### src/rtl/adder5_seq_pkg.sv
// Shared types and helpers for the multi-precision add sequencer.
package adder5_seq_pkg;

  localparam int CHUNK_W    = 5;
  localparam int MAX_CHUNKS = 16;
  localparam int MAX_W      = CHUNK_W * MAX_CHUNKS;

  typedef enum logic [1:0] {
    IDLE = 2'd0,
    RUN  = 2'd1,
    DONE = 2'd2
  } state_e;

  // Callers zero-extend their operand to MAX_W so one helper serves every NCHUNK.
  function automatic logic [CHUNK_W-1:0] chunk_sel(input logic [MAX_W-1:0] vec,
                                                   input int unsigned      idx);
    return vec[idx*CHUNK_W +: CHUNK_W];
  endfunction

endpackage

### src/rtl/adder_5.sv
// 5-bit ripple-carry adder; the single arithmetic resource of the sequencer.
module adder_5
  import adder5_seq_pkg::*;
(
  input  logic [CHUNK_W-1:0] a_i,
  input  logic [CHUNK_W-1:0] b_i,
  input  logic               cin_i,
  output logic [CHUNK_W-1:0] z_o,
  output logic               cout_o
);

  logic [CHUNK_W:0] c;

  assign c[0] = cin_i;

  for (genvar i = 0; i < CHUNK_W; i++) begin : g_fa
    assign z_o[i]   = a_i[i] ^ b_i[i] ^ c[i];
    assign c[i+1]   = (a_i[i] & b_i[i]) | (c[i] & (a_i[i] ^ b_i[i]));
  end

  assign cout_o = c[CHUNK_W];

endmodule

### src/rtl/adder5_seq_ctrl.sv
// Multi-precision add sequencer: one 5-bit chunk per clock, LSB first, through adder_5.
// Optional ADDER5_SEQ_SUB_EN adds a 'sub' port for a-b (cin ignored, cout=1 means no borrow).
module adder5_seq_ctrl
  import adder5_seq_pkg::*;
#(
  parameter int NCHUNK = 4
) (
  input  logic                      clk,
  input  logic                      rst,
  input  logic                      in_valid,
  output logic                      in_ready,
  input  logic [CHUNK_W*NCHUNK-1:0] a,
  input  logic [CHUNK_W*NCHUNK-1:0] b,
  input  logic                      cin,
`ifdef ADDER5_SEQ_SUB_EN
  input  logic                      sub,
`endif
  output logic                      out_valid,
  input  logic                      out_ready,
  output logic [CHUNK_W*NCHUNK-1:0] sum,
  output logic                      cout,
  output logic                      busy
);

  localparam int W     = CHUNK_W * NCHUNK;
  localparam int IDX_W = (NCHUNK > 1) ? $clog2(NCHUNK) : 1;
  localparam logic [IDX_W-1:0] IDX_LAST = IDX_W'(NCHUNK - 1);

  state_e             state_q, state_d;
  logic [IDX_W-1:0]   idx_q, idx_d;
  logic               carry_q, carry_d;
  logic [W-1:0]       sum_q, sum_d;
  logic               cout_q, cout_d;
  logic [W-1:0]       a_q, b_q;
  logic               accept;
  logic               carry_load;
  logic [CHUNK_W-1:0] add_a, add_b_raw, add_b, add_z;
  logic               add_co;

  assign accept = (state_q == IDLE) && in_valid;

`ifdef ADDER5_SEQ_SUB_EN
  logic sub_q;

  always_ff @(posedge clk) begin
    if (accept) begin
      sub_q <= sub;
    end
  end

  // Subtraction is a + ~b + 1, so the initial carry replaces cin.
  assign carry_load = sub ? 1'b1 : cin;
  assign add_b      = sub_q ? ~add_b_raw : add_b_raw;
`else
  assign carry_load = cin;
  assign add_b      = add_b_raw;
`endif

  // Operands are captured once and are immune to later changes on a/b.
  always_ff @(posedge clk) begin
    if (accept) begin
      a_q <= a;
      b_q <= b;
    end
  end

  assign add_a     = chunk_sel(MAX_W'(a_q), 32'(idx_q));
  assign add_b_raw = chunk_sel(MAX_W'(b_q), 32'(idx_q));

  adder_5 u_adder_5 (
    .a_i    (add_a),
    .b_i    (add_b),
    .cin_i  (carry_q),
    .z_o    (add_z),
    .cout_o (add_co)
  );

  always_ff @(posedge clk or posedge rst) begin
    if (rst) begin
      state_q <= IDLE;
      idx_q   <= '0;
      carry_q <= 1'b0;
      sum_q   <= '0;
      cout_q  <= 1'b0;
    end else begin
      state_q <= state_d;
      idx_q   <= idx_d;
      carry_q <= carry_d;
      sum_q   <= sum_d;
      cout_q  <= cout_d;
    end
  end

  always_comb begin
    state_d = state_q;
    idx_d   = idx_q;
    carry_d = carry_q;
    sum_d   = sum_q;
    cout_d  = cout_q;
    unique case (state_q)
      IDLE: begin
        if (in_valid) begin
          state_d = RUN;
          idx_d   = '0;
          carry_d = carry_load;
        end
      end
      RUN: begin
        sum_d[32'(idx_q)*CHUNK_W +: CHUNK_W] = add_z;
        carry_d = add_co;
        if (idx_q == IDX_LAST) begin
          cout_d  = add_co;
          idx_d   = '0;
          state_d = DONE;
        end else begin
          idx_d = idx_q + 1'b1;
        end
      end
      DONE: begin
        // No bypass back into RUN: one idle cycle separates operations.
        if (out_ready) begin
          state_d = IDLE;
        end
      end
      default: begin
        state_d = IDLE;
      end
    endcase
  end

  assign in_ready  = (state_q == IDLE);
  assign out_valid = (state_q == DONE);
  assign busy      = (state_q != IDLE);
  assign sum       = sum_q;
  assign cout      = cout_q;

endmodule

### config.mk
export PLATFORM = sky130hd
export DESIGN_NAME = adder5_seq_ctrl
export DESIGN_NICKNAME = d
export VERILOG_FILES = /design/src/rtl/adder5_seq_pkg.sv /design/src/rtl/adder_5.sv /design/src/rtl/adder5_seq_ctrl.sv
export SDC_FILE = /design/constraint.sdc
export NUM_CORES = 1
export LEC_CHECK = 0
export CAP_MARGIN = 20
export CORE_MARGIN = 3
export CORE_UTILIZATION = 25
export DETAILED_ROUTE_END_ITERATION = 6
export GPL_TIMING_DRIVEN = 0
export PLACE_DENSITY = 0.52
export SLEW_MARGIN = 10
export SYNTH_ARGS = -nofsm -noshare
export SYNTH_HDL_FRONTEND = slang
export SYNTH_SLANG_ARGS = --single-unit
### constraint.sdc
create_clock -name clk -period 3 [get_ports clk]
set_clock_uncertainty 0.15 [all_clocks]
set_input_delay 0.45 -clock clk [delete_from_list [all_inputs] [get_ports clk]]
set_output_delay 0.45 -clock clk [all_outputs]
set_load 0.1 [all_outputs]
Yosys cells after proc, flatten, opt, wreduce, memory -nomap -nowiden. Cells that the tools add are included.

Output and inout port bits: 24. Register bits: 66. Logic and storage cells: 62.

Reduce and logical (&&, ||, !) cells: 7. Shift-type cells: 4. Muxes and demuxes: 10. Bitwise gates (word level): 25. Add/subtract/negate cells: 2. Equal/unequal tests: 6. Multiply operators: 1.

Operators with widths (number): $shiftx 80x6->5 (2); $neg 5->34 (1); $shift 5x34->20 const A (1); $shiftx 5x34->20 (1); $bwmux 20 (1); $and 1x1->1 (10); $mux 2 (5); $xor 1x1->1 (10); $pmux 2 s3 (1); $mul 2x3->5 const B (1); $or 1x1->1 (5); $eq 2x2->1 const B (2); $ne 2x2->1 const B (2); $pmux 2 s2 (1); $reduce_and 2->1 (2); $reduce_bool 2->1 (2); $reduce_and 3->1 (1); $add 2x1->2 const B (1); $eq 2x1->1 const B (1); $logic_not 2->1 (1); $ne 2x1->1 const B (1); $pmux 1 s2 (1); $logic_and 1x1->1 (1); $mux 1 (1).

Longest topological paths before layout. Gate-level depths: netlist of the first run.

Depth after elaboration: 14. Gate-level depth with buffers: 11. Gate-level depth less buffers: 10.

By module. Synthesis of the first run repeated with hierarchy kept, for this count alone.

Cell total of the unflattened synthesis: 177. Area total of the unflattened synthesis: 2778.9 um^2.

By module, submodules not included: adder5_seq_ctrl (cells each 162, area each 2641.3 um^2, instances 1); adder_5 (cells each 15, area each 137.6 um^2, instances 1).

Least setup slack after synthesis of the first run. No wires, ideal clock.

Kind: reg-to-reg. Start: reg state_q[0]. End: reg a_q[0] (enable). Buffers on the path: 1. Cell stages (with the launch flop): 4. Arrival time: 2.961 ns. Setup time: 0.401 ns. Slack: -0.512 ns. Path through: dfrtp_1 -> buf_4 -> nor2_1 -> and2_1.

Cells in the longest elaborated chain, start to end: 2.

Ends and longest elaborated chain: from (decl) (line adder5_seq_ctrl.sv:29) `state_e state_q, state_d;`; from (signal assigned) (line adder5_seq_ctrl.sv:86) `state_q <= state_d;`; $logic_not 2->1; named net in_ready (line adder5_seq_ctrl.sv:11) `output logic in_ready,`; $logic_and 1x1->1 (line adder5_seq_ctrl.sv:40) `assign accept = (state_q == IDLE) && in_valid;`; named net accept (line adder5_seq_ctrl.sv:35) `logic accept;`; to (signal assigned) (line adder5_seq_ctrl.sv:62) `a_q <= a;`; to (decl) (line adder5_seq_ctrl.sv:34) `logic [W-1:0] a_q, b_q;`.

The timed path passes the listed nets, and every way through them passes these cells. A chain may end at the register's enable or synchronous reset.

Worst setup path in the final report of the first run.
Start: reg idx_q[0]. End: reg sum_q[14] (netlist: sum[14]).

Cells in the longest elaborated chain, start to end: 14. Elaborated cells on any way between the ends: 29. Those cells by class: 1 x add/sub; 1 x mul; 4 x shift; 1 x mux; 22 x bitwise.

Ends and longest elaborated chain: from (decl) (line adder5_seq_ctrl.sv:30) `logic [IDX_W-1:0] idx_q, idx_d;`; from (signal assigned) (line adder5_seq_ctrl.sv:87) `idx_q <= idx_d;`; $mul 2x3->5 (*) (line adder5_seq_pkg.sv:17, adder5_seq_ctrl.sv:109); $shiftx 80x6->5 (line adder5_seq_pkg.sv:17) `return vec[idx*CHUNK_W +: CHUNK_W];`; $xor 1x1->1 (line adder_5.sv:17, adder_5.sv:18); $and 1x1->1 (line adder_5.sv:18) `assign c[i+1] = (a_i[i] & b_i[i]) | (c[i] & (a_i[i] ^ b_i[i]));`; $or 1x1->1 (line adder_5.sv:18); $and 1x1->1 (line adder_5.sv:18); $or 1x1->1 (line adder_5.sv:18); $and 1x1->1 (line adder_5.sv:18); $or 1x1->1 (line adder_5.sv:18); $and 1x1->1 (line adder_5.sv:18); $or 1x1->1 (line adder_5.sv:18); $xor 1x1->1 (line adder_5.sv:17) `assign z_o[i] = a_i[i] ^ b_i[i] ^ c[i];`; $shiftx 5x34->20 (line adder5_seq_ctrl.sv:109) `sum_d[32'(idx_q)*CHUNK_W +: CHUNK_W] = add_z;`; $bwmux 20 (*) (line adder5_seq_ctrl.sv:109); to (signal assigned) (line adder5_seq_ctrl.sv:89) `sum_q <= sum_d;`; to (decl) (line adder5_seq_ctrl.sv:32) `logic [W-1:0] sum_q, sum_d;`.

Every way passes the cells marked *; elsewhere a longest branch is shown, timed or not.

==> qor.yml, run 1 <==
outcome: "finished with violations"
violations: "negative setup slack"
met1_usage_pct: 13.1
max_cap_violations: 0
synth_top_family_by_area: "multiplexers"
arrival_ns: 3.27
cp-end-kind: "flop"
num_vias: 1702
grt_pass1_vias: 1844
fillers: 1031
layout-drive-gt1-share_pct: 17.0
slowest_stage: "fa_2"
path_clk_slew_ns: 0.08
avgSynthCellArea_um2: 16.1
route.detailed.drc: 0
cp_slowest_stage_delay_ns: 0.49
hpwl_mm: 4.27
clk_latency_ns: 0.33
synth_cells: 174
final_cell_mix: "68 x clkdlybuf4s50_1, 40 x edfxtp_1, 25 x dfrtp_1"
ioPinCount: 69
synthXorXnorAreaFrac_pct: 0
nets: 316
cts_buffer_depth: 2
grt_max_degree: 39
setup_viol: 4
place.gp.congestion: 0.749
die_w_um: 112
cp_max_fo: 5
fin_area_um2: 3890
cp_common_cell: "fa_2"
hold_violations: 0
antenna_cells: 0
post_dp_cell_area_um2: 3670
crit_type: "reg -> reg"
final_common_cell: "clkdlybuf4s50_1"
netlist_area_um2: 2790
grt_overflow: 0
synthSimpleGateAreaFrac_pct: 7.25
yosysSeqAreaShare_pct: 66.3
synth_fa_ha_area_share_pct: 6.27
h-tree-depth: 3
fmax_mhz: 312
core_region_area_um2: 10600
cp_top_family: "adder cells"
synth_compound_area_share_pct: 6.58
wirelength_mm: 5.98
die_height_um: 112
synth_nets: 230
path_cells: "buf_6 > mux4_2 > inv_2 > fa_2 > fa_2 > fa_2 > inv_2 > fa_2 > fa_2 > a22o_1"
path_buf_inv: 3
yosys_warnings: 0
postRouteAntennaNets: 0
ys_ff_latch: 66
busiest_layer: "met2"
layout_setup_ws_ns: -0.203
synthMuxAreaShare_pct: 10.0
final.min_clock_period_ns: 3.20
cp_data_required_time_ns: 3.07
startpoint_type: "flop"
worst_pin_slew_ns: 1.02
period_share_pct: 107
slew_headroom_pct: 31.8
grt_antenna_before_repair: 0
start_util_pct: 26.4
drt_iter0_markers: 37
wl_per_cell_um: 14.9
multi_input_area_um2: 852
area_delta_synth_final_pct: 39.3
grt_use_total_pct: 9.98
grt_util_met2_pct: 15.9
cts-root-buf: "clkbuf_8"
io_buffers: 68
rsz0062_at_grt: "true"
cts_tree: "built"
register_area_um2: 1850
grt_pass1_wl_mm: 9.76
cts_made_buffers: 9
cts.sinks: 66
maxSlewViolCount: 0
hold_class: "in -> async"
die_area_um2: 12500
via_per_inst: 4.24
grt_use_met3_pct: 2.61
synthDistinctLibCells: 31
drt_pre_antenna_iters: 4
row_count: 37
## worst reg2reg max path, cell delays in order, from the launching register on
cell and delay [ns]:
dfrtp_1 0.41, buf_6 0.14, mux4_2 0.33, inv_2 0.04, fa_2 0.35, fa_2 0.35
fa_2 0.34, inv_2 0.06, fa_2 0.20, fa_2 0.49, a22o_1 0.22
## area by class of cell
class / count / share of cell area (%)
inverters: 15 / 1.45
flip-flops and latches: 66 / 47.6
multi-input cells: 88 / 21.9
plain buffers: 5 / 1.19
well taps: 136 / 4.37
repair buffers: 75 / 19.4
clock buffers: 10 / 3.28
clock inverters: 6 / 0.868
## routing by layer
metal | vias up | wire length [um]
met4 | 0 | 71
met1 | 826 | 2680
met5 | - | 0
li1 | 821 | -
met2 | 48 | 2910
met3 | 7 | 327
## state kept, by name (all words and copies together), names as in the netlist
register  flops
state_q       2
b_q          20
idx_q         2
cout          1
a_q          20
carry_q       1
sum          20
## Yosys cell counts (all sizes together)
cell / number / share of area [%]
a21oi: 1 / 0.18
a22o: 4 / 1.3
a22oi: 1 / 0.27
and2: 2 / 0.45
and2b: 1 / 0.27
and3: 1 / 0.22
buf: 5 / 1.6
dfrtp: 26 / 23
edfxtp: 40 / 43
fa: 5 / 3.6
ha: 6 / 2.7
inv: 15 / 2.0
mux2: 1 / 0.40
mux2i: 1 / 0.36
mux4: 10 / 9.3
nand2: 20 / 2.7
nand2b: 1 / 0.22
nand3: 4 / 0.72
nand3b: 2 / 0.67
nor2: 4 / 0.54
nor2b: 1 / 0.22
nor3b: 2 / 0.54
nor4bb: 2 / 0.72
o21ai: 6 / 1.1
o2bb2ai: 7 / 2.2
o31ai: 6 / 1.6
## kinds of logic after synthesis
family	after synthesis
AO/OA/AOI/OAI	25
adder cells (fa/ha/maj)	11
buffers and inverters	20
flip-flops	66
multiplexers	12
AND/OR/NAND/NOR	40
## metrics by stage
stage               hold WS, ns  worst slack (ns)  util (%)  cells  TNS [ns]
floorplan                 0.335            -0.102         -    174    -0.263
global placement          0.314            -0.445      34.5    378     -2.77
detailed placement        0.319            -0.503      34.7    379     -3.23
CTS                       0.335            -0.234      36.5    400    -0.811
global route              0.353            -0.272      36.7    401     -1.23
finish                    0.314            -0.203      36.7    401    -0.695
## path summary, 6_finish.rpt
kind	from	to	slack (ns)	cells after the start
worst min-delay path	rst	sum[9]	0.31	2
min in group clk	sum[7]	sum[7]	0.33	2
worst min register to register	sum[7]	sum[7]	0.33	2
max in group asynchronous	rst	idx_q[1]	1.88	3
worst max-delay path	idx_q[0]	sum[14]	-0.20	10
worst max register to register	idx_q[0]	sum[14]	-0.20	10
## what timing repair did
| action | CTS | global route |
|---|---|---|
| setup endpoints to repair | 10 | 10 |
| cloned | 0 | 0 |
| hold buffers | 0 | 0 |
| endpoints found under the hold margin | 0 | 0 |
| gates resized for setup | 7 | 3 |
| buffers inserted | 5 | 0 |
| pin swaps | 3 | 1 |
Power of run 1 is left out: the tool's default activity adds up to more than one toggle a clock period on the data nets, which glitch-free logic cannot reach.
==> run 2: changes to the inputs <==
--- a/config.mk
+++ b/config.mk
@@ -11,6 +11,7 @@
 export DETAILED_ROUTE_END_ITERATION = 6
 export GPL_TIMING_DRIVEN = 0
 export PLACE_DENSITY = 0.52
+export REMOVE_ABC_BUFFERS = 1
 export SLEW_MARGIN = 10
 export SYNTH_ARGS = -nofsm -noshare
 export SYNTH_HDL_FRONTEND = slang
==> qor.yml, run 2 (synthesis gave the netlist of run 1 again) <==
outcome: "finished with violations"
violations: "negative setup slack"
grt_pass1_wl_mm: 9.58  # -1.8%
io_buffers: 68  # unchanged
grt_use_total_pct: 9.88  # -0.10 points
hpwl_mm: 4.14  # -3.1%
ioPinCount: 69  # unchanged
tns_ns: -0.762  # -0.0674 ns
num_vias: 1688  # -0.82%
cts_tree: "built"
final_common_cell: "clkdlybuf4s50_1"
hold_class: "in -> async"
final.min_clock_period_ns: 3.21  # +0.0103 ns
hold_violations: 0  # unchanged
core_region_area_um2: 10600  # unchanged
period_share_pct: 107  # +0.34 points
whs_ns: 0.216  # -0.0982 ns
cts_made_buffers: 9  # unchanged
final_cell_mix: "68 x clkdlybuf4s50_1, 40 x edfxtp_1, 24 x dfrtp_1"
slew_headroom_pct: 32.3  # +0.55 points
final_cells: 395  # -1.5%
cts_buffer_depth: 2  # unchanged
grt_max_degree: 40  # +2.6%
grt_antenna_before_repair: 0  # unchanged
worst_pin_slew_ns: 1.01  # -0.00822 ns
via_per_inst: 4.27  # +0.68%
clk_latency_ns: 0.33  # about the same
grt_pass1_vias: 1818  # -1.4%
start_util_pct: 26.4  # unchanged
setup_viol: 6  # +2
layout_setup_ws_ns: -0.213  # -0.0103 ns
drt_iter0_markers: 37  # unchanged
area_delta_synth_final_pct: 38.2
drt_pre_antenna_iters: 4  # unchanged
route.detailed.drc: 0  # unchanged
arrival_ns: 3.28  # about the same
wl_per_cell_um: 14.9  # +0.20%
cp-end-kind: "flop"
startpoint_type: "flop"
crit_type: "reg -> reg"
h-tree-depth: 3  # unchanged
nets: 311  # -1.6%
postRouteAntennaNets: 0  # unchanged
place.gp.congestion: 0.763  # +1.9%
path_clk_slew_ns: 0.07  # about the same
slowest_stage: "dfrtp_4"
row_count: 37  # unchanged
path_cells: "mux4_2 > inv_2 > fa_2 > fa_2 > fa_2 > inv_2 > fa_2 > fa_2 > a22o_1"
cp_slowest_stage_delay_ns: 0.54  # +0.05 ns
die_w_um: 112  # unchanged
die_height_um: 112  # unchanged
rsz0062_at_grt: "true"
cts.sinks: 66  # unchanged
grt_overflow: 0  # unchanged
cts-root-buf: "clkbuf_8"
fin_area_um2: 3860  # -0.84%
wirelength_mm: 5.91  # -1.3%
max_cap_violations: 0  # unchanged
dp_cells: 374  # -1.3%
fmax_mhz: 311  # -0.32%
layout-drive-gt1-share_pct: 14.3  # -2.7 points
antenna_cells: 0  # unchanged
die_area_um2: 12500  # unchanged
maxSlewViolCount: 0  # unchanged
cp_common_cell: "fa_2"
post_dp_cell_area_um2: 3620  # -1.4%
cp_data_required_time_ns: 3.07  # about the same
cp_max_fo: 5  # unchanged
## run 2: changes by cell type in the layout (fill, tap and decap cells not counted), sizes merged
| cell | delta |
|---|---|
| buf | -5 |
| clkbuf | -1 |
| clkinv | +2 |
| clkinvlp | -2 |
## run 2: layout make-up
class                      instances  area, um2
clock buffer                       9        124
multi-input combinational         88        856
fill                            1030       6740
timing repair buffer              75        769
sequential                        66       1860
inverter                          15       56.3
clock inverter                     6       25.0
tap                              136        170
## run 2: worst max-delay path, delay by kind of cell, from the launching register on
family	cells	cell delay (ns)
muxes	1	0.36
adders and majority gates	5	1.73
buffers and inverters	2	0.11
AOI/OAI and AO/OA	1	0.22
DFF	1	0.54
## run 2: stage by stage
step           worst slack [ns]  util (%)
2_1_floorplan            -0.481         -
3_3_place_gp             -0.992      34.0
3_5_place_dp             -0.982      34.2
4_1_cts                  -0.271      36.1
5_1_grt                  -0.318      36.4
6_report                 -0.213      36.4
## run 2: timing repair
item | 4_1_cts | 5_1_grt
gates resized for setup | 20 | 2
setup endpoints to repair | 16 | 10
pin swaps | 5 | 1
buffers inserted | 5 | 0
hold buffers | 0 | 0
## run 2: worst paths after layout
path | depth (start not counted) | start | to | slack (ns)
max | 9 | idx_q[0] | sum[19] | -0.21
min | 2 | rst | idx_q[0] | 0.22
max reg2reg | 9 | idx_q[0] | sum[19] | -0.21
min reg2reg | 2 | sum[1] | sum[1] | 0.33
max in group asynchronous | 3 | rst | idx_q[1] | 2.06
min in group clk | 2 | sum[1] | sum[1] | 0.33
## run 2: routing by layer
metal  GRT usage, %  share of wire, %  up-vias
met5              0                 0        -
met4           3.89               1.5        0
met3           2.88               5.6       11
met2           15.8                49       54
met1           12.6                44      816
li1               -                 -      807
Power of run 2 is left out for the same reason.
==> run 3: changes to the inputs <==
--- a/config.mk
+++ b/config.mk
@@ -10,7 +10,7 @@
 export CORE_UTILIZATION = 25
 export DETAILED_ROUTE_END_ITERATION = 6
 export GPL_TIMING_DRIVEN = 0
-export PLACE_DENSITY = 0.52
+export PLACE_DENSITY = 0.51
 export REMOVE_ABC_BUFFERS = 1
 export SLEW_MARGIN = 10
 export SYNTH_ARGS = -nofsm -noshare
==> qor.yml, run 3 (synthesis gave the netlist of run 1 again) <==
via_per_inst: 4.26  # -0.41%
worst_pin_slew_ns: 1.00  # -0.00684 ns
slowest_stage: "dfrtp_4"
nets: 310  # -0.32%
fmax_mhz: 316  # +1.5%
drt_iter0_markers: 41  # +11%
layout_setup_ws_ns: -0.166  # +0.0472 ns
cp-startpoint: "idx_q[0]"
clk_latency_ns: 0.34  # about the same
ff2ff_path_depth: 9  # unchanged
num_vias: 1681  # -0.41%
tns_ns: -0.618  # +0.145 ns
final_common_cell: "clkdlybuf4s50_1"
rr_endpoint: "sum[14]"
register_area_um2: 1860  # unchanged
cts-root-buf: "clkbuf_8"
cts_made_buffers: 9  # unchanged
cts_tree: "built"
cp_top_family: "adder cells"
worst-path-stages: 9  # unchanged
cts_buffer_depth: 2  # unchanged
core_region_area_um2: 10600  # unchanged
antenna_cells: 0  # unchanged
ctsHoldBuffers: 0  # unchanged
path_clk_slew_ns: 0.07  # about the same
wl_per_cell_um: 15.3  # +2.2%
max_cap_violations: 0  # unchanged
rsz0062_at_grt: "true"
place.gp.congestion: 0.762  # -0.22%
path_cells: "mux4_2 > inv_2 > fa_2 > fa_2 > fa_2 > inv_2 > fa_2 > fa_2 > a22o_1"
maxSlewViolCount: 0  # unchanged
start_util_pct: 26.4  # unchanged
h-tree-depth: 3  # unchanged
grt_antenna_before_repair: 0  # unchanged
layout-drive-gt1-share_pct: 17.0  # +2.7 points
final.min_clock_period_ns: 3.17  # -0.0472 ns
cp_max_fo: 4  # -1
area_delta_synth_final_pct: 41.2
io_buffers: 68  # unchanged
die_w_um: 112  # unchanged
startpoint_type: "flop"
setup_viol: 4  # -2
crit_type: "reg -> reg"
ioPinCount: 69  # unchanged
cp_common_cell: "fa_2"
cp-end-kind: "flop"
grt_use_total_pct: 10.3  # +0.45 points
hold_class: "in -> async"
r2r_start: "idx_q[0]"
fillers: 1041  # +1.1%
grt_pass1_vias: 1811  # -0.39%
grt_max_degree: 39  # -2.5%
die_area_um2: 12500  # unchanged
row_count: 37  # unchanged
arrival_ns: 3.24  # -0.04 ns
slew_headroom_pct: 32.8  # +0.46 points
die_height_um: 112  # unchanged
post_dp_cell_area_um2: 3620  # unchanged
drt_pre_antenna_iters: 4  # unchanged
outcome: "finished with violations"
grt_pass1_wl_mm: 9.82  # +2.4%
period_share_pct: 106  # -1.6 points
hold_violations: 0  # unchanged
endpoint: "sum[14]"
multi_input_area_um2: 851  # -0.58%
grt_overflow: 0  # unchanged
r2r_slack_ns: -0.17  # +0.05 ns
route.detailed.drc: 0  # unchanged
cts.sinks: 66  # unchanged
violations: "negative setup slack"
hpwl_mm: 4.09  # -1.4%
final_cell_mix: "68 x clkdlybuf4s50_1, 40 x edfxtp_1, 24 x dfrtp_1"
wirelength_mm: 6.03  # +2.2%
postRouteAntennaNets: 0  # unchanged
cp_data_required_time_ns: 3.08  # about the same
path_buf_inv: 2  # unchanged
cp_slowest_stage_delay_ns: 0.52  # -0.02 ns
fin_area_um2: 3950  # +2.2%
==> run 3: timing repair <==
action,CTS,global route
pin swaps,6,2
gates resized for setup,22,5
setup buffers,4,0
setup endpoints to repair,14,10
==> run 3: how the worst min path moves through the flow <==
stage / startpoint / to / slack, ns / cells after the start
CTS: sum[8] / sum[8] / 0.34 / 2
floorplan: carry_q / carry_q / 0.33 / 2
global placement: sum[9] / sum[9] / 0.31 / 2
global route: rst / cout / 0.20 / 2
detailed placement: sum[8] / sum[8] / 0.32 / 2
finish: rst / cout / 0.19 / 2
==> run 3: area by class of cell <==
type | instances | share of cell area, %
Multi-Input combinational cell | 88 | 21.6
Clock inverter | 6 | 2.92
Sequential cell | 66 | 47.1
Clock buffer | 10 | 3.24
Timing Repair Buffer | 74 | 19.4
Inverter | 15 | 1.43
Tap cell | 136 | 4.31
==> run 3: stage by stage <==
stage | cells | utilization [%] | worst slack, ns | hold WS, ns
after detailed placement | 374 | 34.2 | -0.963 | 0.321
after floorplan | 169 | - | -0.481 | 0.335
after global routing | 395 | 37.2 | -0.267 | 0.202
after global placement | 373 | 34.0 | -0.938 | 0.314
after CTS | 394 | 36.9 | -0.212 | 0.336
final | 395 | 37.2 | -0.166 | 0.194
==> run 3: per-layer routing <==
metal / global-route usage [%] / vias up / wire length, um
li1: - / 809 / -
met3: 4.46 / 3 / 377
met2: 16.7 / 54 / 3020
met5: 0 / - / 0
met1: 12.7 / 815 / 2610
met4: 2.68 / 0 / 24
Power of run 3 is left out for the same reason.
